[src/rtl/demux_pkg.sv]
// Shared constants and types for the 1-to-4 stream demultiplexer.
// Latency: n/a (declarations only).
// Backpressure: n/a (declarations only).
package demux_pkg;

  localparam int NUM_LANES  = 4;
  localparam int LANE_IDX_W = 2;
  localparam int COUNT_W    = 16;

  typedef logic [LANE_IDX_W-1:0] lane_idx_t;

  localparam logic [COUNT_W-1:0] COUNT_MAX = '1;

  // Round-robin successor; the 2-bit index wraps 3 -> 0 on its own.
  function automatic lane_idx_t next_lane(input lane_idx_t cur);
    return lane_idx_t'(cur + 1'b1);
  endfunction

endpackage

[src/rtl/demux_lane_reg.sv]
// One-entry valid/ready holding register for a single output lane.
// Latency: word loaded at edge N is presented with out_valid from edge N.
// Backpressure: holds word until out_ready; a same-cycle load overrides the drain.
module demux_lane_reg #(
  parameter int WIDTH = 8
) (
  input  logic             clk,
  input  logic             rst,
  input  logic             load,
  input  logic [WIDTH-1:0] data,
  input  logic             out_ready,
  output logic             out_valid,
  output logic [WIDTH-1:0] out_data
);

  logic             r_valid;
  logic [WIDTH-1:0] r_data;

  // Valid flag: a load always wins, so drain+load in one cycle keeps the lane full.
  always_ff @(posedge clk or posedge rst) begin
    if (rst) begin
      r_valid <= 1'b0;
    end else if (load) begin
      r_valid <= 1'b1;
    end else if (r_valid && out_ready) begin
      r_valid <= 1'b0;
    end
  end

  // Data register: only a load changes it, so an idle or stalled lane holds its word.
  always_ff @(posedge clk or posedge rst) begin
    if (rst) begin
      r_data <= '0;
    end else if (load) begin
      r_data <= data;
    end
  end

  assign out_valid = r_valid;
  assign out_data  = r_data;

endmodule

[src/rtl/demux_1to4_stream.sv]
// Registered 1-to-4 stream demux steering each word to in_sel or a round-robin lane.
// Latency: word accepted at edge N is visible on its lane from edge N.
// Backpressure: in_ready follows only the target lane (empty or draining this cycle).
module demux_1to4_stream
  import demux_pkg::*;
#(
  parameter int WIDTH = 8
) (
  input  logic                       clk,
  input  logic                       rst,
  input  logic [WIDTH-1:0]           in_data,
  input  logic                       in_valid,
  output logic                       in_ready,
  input  logic [LANE_IDX_W-1:0]      in_sel,
  input  logic                       auto_mode,
  output logic [NUM_LANES*WIDTH-1:0] out_data,
  output logic [NUM_LANES-1:0]       out_valid,
  input  logic [NUM_LANES-1:0]       out_ready,
  output logic [LANE_IDX_W-1:0]      rr_ptr,
  output logic [COUNT_W-1:0]         word_count
);

  lane_idx_t            r_rr_ptr;
  logic [COUNT_W-1:0]   r_word_count;

  lane_idx_t            w_lane;
  logic                 w_in_ready;
  logic                 w_accept;
  logic [NUM_LANES-1:0] w_load;
  logic [NUM_LANES-1:0] w_lane_valid;

  // Target lane and its readiness; a lane draining this cycle can take a new word.
  always_comb begin
    w_lane     = auto_mode ? r_rr_ptr : lane_idx_t'(in_sel);
    w_in_ready = !w_lane_valid[w_lane] || out_ready[w_lane];
    w_accept   = in_valid && w_in_ready;
  end

  // One-hot load strobe into the selected lane register.
  always_comb begin
    w_load = '0;
    for (int k = 0; k < NUM_LANES; k++) begin
      w_load[k] = w_accept && (w_lane == lane_idx_t'(k));
    end
  end

  // Round-robin pointer moves only on an accepted word in auto mode; otherwise holds.
  always_ff @(posedge clk or posedge rst) begin
    if (rst) begin
      r_rr_ptr <= '0;
    end else if (w_accept && auto_mode) begin
      r_rr_ptr <= next_lane(r_rr_ptr);
    end
  end

  // Accepted-word counter sticks at its maximum; data flow is unaffected.
  always_ff @(posedge clk or posedge rst) begin
    if (rst) begin
      r_word_count <= '0;
    end else if (w_accept && (r_word_count != COUNT_MAX)) begin
      r_word_count <= r_word_count + 1'b1;
    end
  end

  for (genvar g = 0; g < NUM_LANES; g++) begin : g_lane
    demux_lane_reg #(
      .WIDTH(WIDTH)
    ) u_lane (
      .clk      (clk),
      .rst      (rst),
      .load     (w_load[g]),
      .data     (in_data),
      .out_ready(out_ready[g]),
      .out_valid(w_lane_valid[g]),
      .out_data (out_data[g*WIDTH +: WIDTH])
    );
  end

  assign out_valid  = w_lane_valid;
  assign in_ready   = w_in_ready;
  assign rr_ptr     = r_rr_ptr;
  assign word_count = r_word_count;

endmodule

[config.mk]
export PLATFORM = sky130hd
export DESIGN_NAME = demux_1to4_stream
export DESIGN_NICKNAME = d
export VERILOG_FILES = /design/src/rtl/demux_pkg.sv /design/src/rtl/demux_lane_reg.sv /design/src/rtl/demux_1to4_stream.sv
export SDC_FILE = /design/constraint.sdc
export NUM_CORES = 1
export LEC_CHECK = 0
export CORE_ASPECT_RATIO = 1.5
export CORE_MARGIN = 1
export CORE_UTILIZATION = 25
export CTS_CLUSTER_DIAMETER = 30
export DETAILED_ROUTE_END_ITERATION = 10
export GPL_TIMING_DRIVEN = 0
export PLACE_DENSITY = 0.55
export SLEW_MARGIN = 15
export SYNTH_ARGS = -nofsm -noshare
export SYNTH_HDL_FRONTEND = slang
export SYNTH_HIERARCHICAL = 1
export SYNTH_SLANG_ARGS = --single-unit
[constraint.sdc]
create_clock -name clk -period 1.8 [get_ports clk]
set_input_delay 0.18 -clock clk [delete_from_list [all_inputs] [get_ports clk]]
set_output_delay 0.18 -clock clk [all_outputs]
set_load 0.005 [all_outputs]
# Word level (Yosys, flattened, before mapping)
# Index checks and enable logic that the tools add are counted.
# totals
n_memories,0
regBits,54
romBits,0
input_bits,18
elab_cells,48
mem_bits_rw,0
latchBits,0
# classes
addsub,2
n_div,0
order_cmp,1
n_mul,0
muxes,13
bitwise_logic,0
n_reduce_logical,18
shift,0
n_eq_ne,4
# op_table
operator,n
"16-bit by 1-bit adder with 16-bit output, second input constant",1
"16-bit != test, second input constant",1
1-bit logical AND,11
1-bit two-way mux,10
2-bit nonzero test,4
1-bit binary-select mux with 2-bit select,2
"2-bit == test, second input constant",2
"2-bit by 3-bit less-than comparator with 1-bit output, second input constant",1
"2-bit by 1-bit adder with 2-bit output, second input constant",1
"2-bit by 1-bit == test with 1-bit output, second input constant",1
2-bit zero test,1
2-bit two-way mux,1
1-bit zero test,1
1-bit logical OR,1

# Depth between registers and ports, before layout
# Gate-level depths: netlist of run 1.
# depth
word_depth,8
depth_mapped,7

# Hierarchy
# The synthesis of run 1 kept the hierarchy.
# by_module_without_submodules
mod,n_inst,cells_per_inst,area_each_um2
demux_lane_reg,4,21,372.9
demux_1to4_stream,1,97,1068.5

# Worst setup path after synthesis of run 1
# Ideal clock, no wire load.
# synth_timing
kind,register -> register
startpoint,"reg r_word_count[0], in the netlist word_count[0]"
endpoint,"reg r_word_count[15], in the netlist word_count[15]"
stages_incl_launch_ff,8
synth_period_minus_slack_ns,1.958
path_slack_ns,-0.158
setup_ns,0.138
arrival_time_ns,1.820
required_time_ns,1.662
cell_sequence,dfrtp_1 > ha_1 > nand3_1 > or4b_1 > nor2_4 > buf_4 > nor4_1 > xor2_1
# synth_via
elab_chain_len,2
word_cells_on_any_way,3
cone_classes,add/sub (1); eq/ne (1); reduce/logical (1)
# synth_lines
element,line_no,source
from (decl),demux_1to4_stream.sv:24,logic [COUNT_W-1:0] r_word_count;
from (signal assigned),demux_1to4_stream.sv:61,r_word_count <= r_word_count + 1'b1;
branches (longest 2 deep; another with 16-bit by 1-bit adder with 16-bit output),--,
# Parallel ways; which one is timed is not known.
# A chain may end at the register's enable or synchronous reset.

# Final worst setup path of run 1
# layout_timing
startpoint,"reg r_rr_ptr[0], in the netlist rr_ptr[0]"
endpoint,reg g_lane[3].u_lane.r_data[6]
# layout_via
elab_chain_len,7
word_cells_on_any_way,10
cone_classes,eq/ne (1); mux (5); reduce/logical (4)
# layout_lines
element,line_no,source
from (decl),demux_1to4_stream.sv:23,lane_idx_t r_rr_ptr;
from (signal assigned),demux_1to4_stream.sv:52,r_rr_ptr <= next_lane(r_rr_ptr);
2-bit two-way mux *,demux_1to4_stream.sv:34,w_lane = auto_mode ? r_rr_ptr : lane_idx_t'(in_sel);
1-bit binary-select mux with 2-bit select,demux_1to4_stream.sv:35,w_in_ready = !w_lane_valid[w_lane] || out_ready[w_lane];
1-bit two-way mux (not written as such),demux_1to4_stream.sv:35,
1-bit zero test,demux_1to4_stream.sv:35,
1-bit logical OR,demux_1to4_stream.sv:35,
1-bit logical AND,demux_1to4_stream.sv:36,w_accept = in_valid && w_in_ready;
1-bit logical AND *,demux_1to4_stream.sv:43,w_load[k] = w_accept && (w_lane == lane_idx_t'(k));
net w_load[3],demux_1to4_stream.sv:29,logic [NUM_LANES-1:0] w_load;
to (signal assigned),demux_lane_reg.sv:35,r_data <= data;
to (decl),demux_lane_reg.sv:17,logic [WIDTH-1:0] r_data;
# Mark *: on every way through the listed nets, which the timed path passes. The rest lies on a longest branch. The select of a mux whose other input is x is not followed.

==> flow_summary.toml, run 1 <==
[status]
run_status = "complete, but fails checks"
violated_checks = "design-rule violations, negative setup slack"

[critical_path]
r2r-end = "g_lane[3].u_lane/out_data[6]"
critical_path.startpoint_type = "flip-flop"
slowest_delay_ns = 0.43
timing.rr.start = "rr_ptr[0]"
cp_data_arrival_time_ns = 2.15
timing_worst_setup_path_type = "flip-flop to flip-flop"
maximum_fanout_encountered_on_the_critical_timing_path = 5
timing.reg2reg.worst_path_depth = 8
cp_data_required_time_ns = 1.97
timing.critical_path.slowest_stage_cell = "dfrtp_2"
worstSetupEndpointType = "flip-flop"
r2r_slack_ns = -0.18
timing.critical_path.cells = "mux2i_4, buf_12, mux2i_4, buf_6, nand2_4, nor2_4, buf_6, mux2_4"

[yosys]
synth-simple-area-share = 0.126
post_synth_mux_area_share = 0.218
synth_xor_xnor_area_share = 0.0547
synth_largest_area_cell = "dfrtp_1"
synthTopCellsByCount = "dfrtp_1 (54), mux2_4 (33), xor2_1 (14), inv_1 (11), nand2_1 (7)"
yosysTopAreaCellShare = 0.528
yosysWarnings = 6
yosys.cell_count.top_type = "dfrtp_1"
netlist_instances = 181
synth_enable_flop_cells = 0
yosysSeqAreaShare = 0.528
synth.net_count = 200
synthDistinctLibCells = 33
synth_area_um2 = 2560
syn-mean-instance-area_um2 = 14.1
ys_async_rst_share = 1.00
postSynthRegisterBits = 54
synth-adder-area-share = 0.00489
synthTopCellsByArea = "dfrtp_1 (53%), mux2_4 (19%), xor2_1 (4.8%), nor3_2 (2.3%), buf_6 (2.2%)"
dominantRegCellSynth = "dfrtp_1"
largest_family_of_logic_cells_by_synthesized_area = "multiplexers"
synth_compound_area_frac = 0.0279

[global_route]
via_count_of_the_first_global_routing_pass = 1946
grt-ovfl-total = 0
antenna_found_initial = 0
track_usage = 0.139
grt_first_pass_wirelength_um = 11200
grt_start_max_net_pins = 19

[clock_network]
cts_max_path_buffers = 2
cts-root-buf = "clkbuf_16"
cts_hold_repair_buffers = 0
clock_insertion_delay_worst_skew_ns = 0.29
cts.sink_count = 54
h_tree_depth_reported_by_cts = 2
cts.reportedPaths.clkPinSlew_ns = 0.07
cts_inserted_buffers = 5
cts_tree = "yes"

[route]
route.vias.total = 1821
dr_vias_cell = 4.45
finalWirelength_um = 7070
remaining_drc_errors = 4
ant_nets = 0
initialDrtViolationCount = 57
drt_pre_antenna_iters = 9
route.detailed.wl_per_inst_um = 17.3

[placed_design]
placed_cells_incl_taps = 368
place.detailed.hpwl_um = 4510
dp_area_um2 = 3450
io_buffer_count = 72
gp_routability_congestion = 0.783

[timing]
setup_viol = 50
time_the_final_worst_path_needs_with_i_o_delays_and_setup_ns = 1.98
final_hold_viol_count = 0
grt_setup_unrepaired = "yes"
finalCritPeriodShare = 1.10
max_freq_mhz = 505
maxSlewViolCount = 0
final.setup_skew_ns = 0.00937
timing_worst_slew_pin_value_ns = 0.718
timing.max_slew.rel_slack = 0.521
final.setup.worst_slack_ns = -0.182

[layout]
synthToLayoutAreaGrowth_pct = 59.9
finish.net_count = 312
post_route_cells_drive_above_1_share = 0.405
utilization = 0.418
n_fill_cell = 932
final_area_um2 = 4090
finish.cell_count_without_fillers = 409
n_antenna_cell = 0

[floorplanning]
die_area_um2 = 10700
floorplan.rows = 44
dieWidth_um = 84.6
die_h_um = 126
initial_core_util = 0.261
design.core.area_um2 = 9800
boundaryPins = 73

[run]
max_cap_viol_count = 0

[power_and_ir_drop]
intPower_mw = 4.33
seq_power_share = 0.352
power_leakage_nw = 1.78
power_density_nw_per_um2 = 1500
power.switching_fraction = 0.294
power.switching_mw = 1.81
maximum_vdd_ir_drop_mv = 0.723
pwr-share-clk = 0.162
p_comb_frac = 0.486

[worst_hold_path]
hp-class = "input pin to asynchronous set/reset pin"
## stage by stage
stage | hold WS (ns) | setup TNS [ns] | worst slack, ns | power [mW]
final | 0.279 | -5.23 | -0.182 | 6.14
after global routing | 0.327 | -9.18 | -0.253 | 6.50
after CTS | 0.281 | -5.18 | -0.167 | 6.04
after detailed placement | 0.487 | -32.52 | -0.682 | 4.65
after global placement | 0.481 | -32.39 | -0.699 | 4.63
after floorplan | 0.00792 | -0.425 | -0.0628 | 3.28
## worst max-delay path: cells and delay by family (launching register included)
family	cells	cell delay (ns)
buf+inv	3	0.46
flops	1	0.43
mux	3	0.77
simple gates	2	0.21
## placed cells by master, fill, tap and decap left out, types with 2 or more instances in the layout
| cell | synthesis | routed |
|---|---|---|
| a21o_2 | 4 | 4 |
| buf_4 | 1 | 18 |
| buf_6 | 5 | 17 |
| buf_8 | 0 | 2 |
| clkbuf_16 | 0 | 5 |
| clkdlybuf4s50_1 | 0 | 70 |
| dfrtp_1 | 54 | 51 |
| dfrtp_2 | 0 | 3 |
| inv_1 | 11 | 11 |
| mux2_4 | 33 | 34 |
| mux2i_4 | 0 | 3 |
| nand2_1 | 7 | 5 |
| nand2b_1 | 2 | 2 |
| nand3_1 | 5 | 4 |
| nand4_1 | 2 | 2 |
| nor2_1 | 6 | 2 |
| nor2_4 | 1 | 6 |
| nor2b_1 | 5 | 5 |
| nor3_2 | 6 | 6 |
| nor4_4 | 0 | 3 |
| xnor2_1 | 2 | 2 |
| xor2_1 | 14 | 14 |
## flip-flops by register name, indices dropped and copies added, names as in the netlist
| name | cells |
|---|---|
| g_lane.u_lane/out_data | 32 |
| g_lane.u_lane/out_valid | 4 |
| rr_ptr | 2 |
| word_count | 16 |
## metal layers
metal / vias to the layer above / track usage / wire length (um)
met5: - / 0 / 0
met4: 0 / 0.0449 / 141
met3: 14 / 0.0341 / 352
met2: 60 / 0.247 / 3710
li1: 841 / - / -
met1: 906 / 0.162 / 2860
## area by class of cell
type,count,area [um2],share of cell area
flip-flops and latches,54,1360,0.331
well taps,115,144,0.0351
clock inverters,2,12.5,0.00306
multi-input cells,110,1280,0.312
clock buffers,6,139,0.0339
plain buffers,6,75.1,0.0183
inverters,11,41.3,0.0101
repair buffers,105,1050,0.256
## what timing repair did
| action | in CTS | in global routing |
|---|---|---|
| setup buffers | 17 | 11 |
| endpoints found under the hold margin | 0 | 0 |
| gates cloned | 5 | 0 |
| endpoints found under the setup margin | 55 | 52 |
| resized for setup | 42 | 14 |
| pin swaps | 7 | 5 |
## how the worst max path moves through the flow
stage / startpoint / end
6_report: rr_ptr[0] / g_lane[3].u_lane/out_data[6]
5_1_grt: rr_ptr[0] / g_lane[3].u_lane/out_data[5]
4_1_cts: rr_ptr[0] / g_lane[3].u_lane/out_data[6]
3_5_place_dp: auto_mode / in_ready
3_3_place_gp: auto_mode / in_ready
2_1_floorplan: word_count[0] / word_count[15]
## power by group through the flow
stage	Sequential (mW)	Combinational, mW	Clock, mW
after CTS	2.17	2.84	1.03
after global routing	2.24	3.19	1.08
after detailed placement	2.19	2.45	0
after global placement	2.20	2.43	0
after floorplan	2.17	1.11	0
final	2.16	2.99	0.995
## logic make-up after synthesis
logic type / count (synthesis)
DFF: 54
and+or+nand+nor: 48
muxes: 38
buffers and inverters: 17
xor gates and xnor gates: 16
AOI/OAI and AO/OA: 7
adders and majority gates: 1
(Power assumes the default switching activity.)
==> run 2, diff against run 1 <==
--- a/config.mk
+++ b/config.mk
@@ -5,6 +5,7 @@
 export SDC_FILE = /design/constraint.sdc
 export NUM_CORES = 1
 export LEC_CHECK = 0
+export ABC_CLOCK_PERIOD_IN_PS = 1800
 export CORE_ASPECT_RATIO = 1.5
 export CORE_MARGIN = 1
 export CORE_UTILIZATION = 25
==> results of run 2 <==
No change in the layout: final DEF, timing and power equal those of run 1.
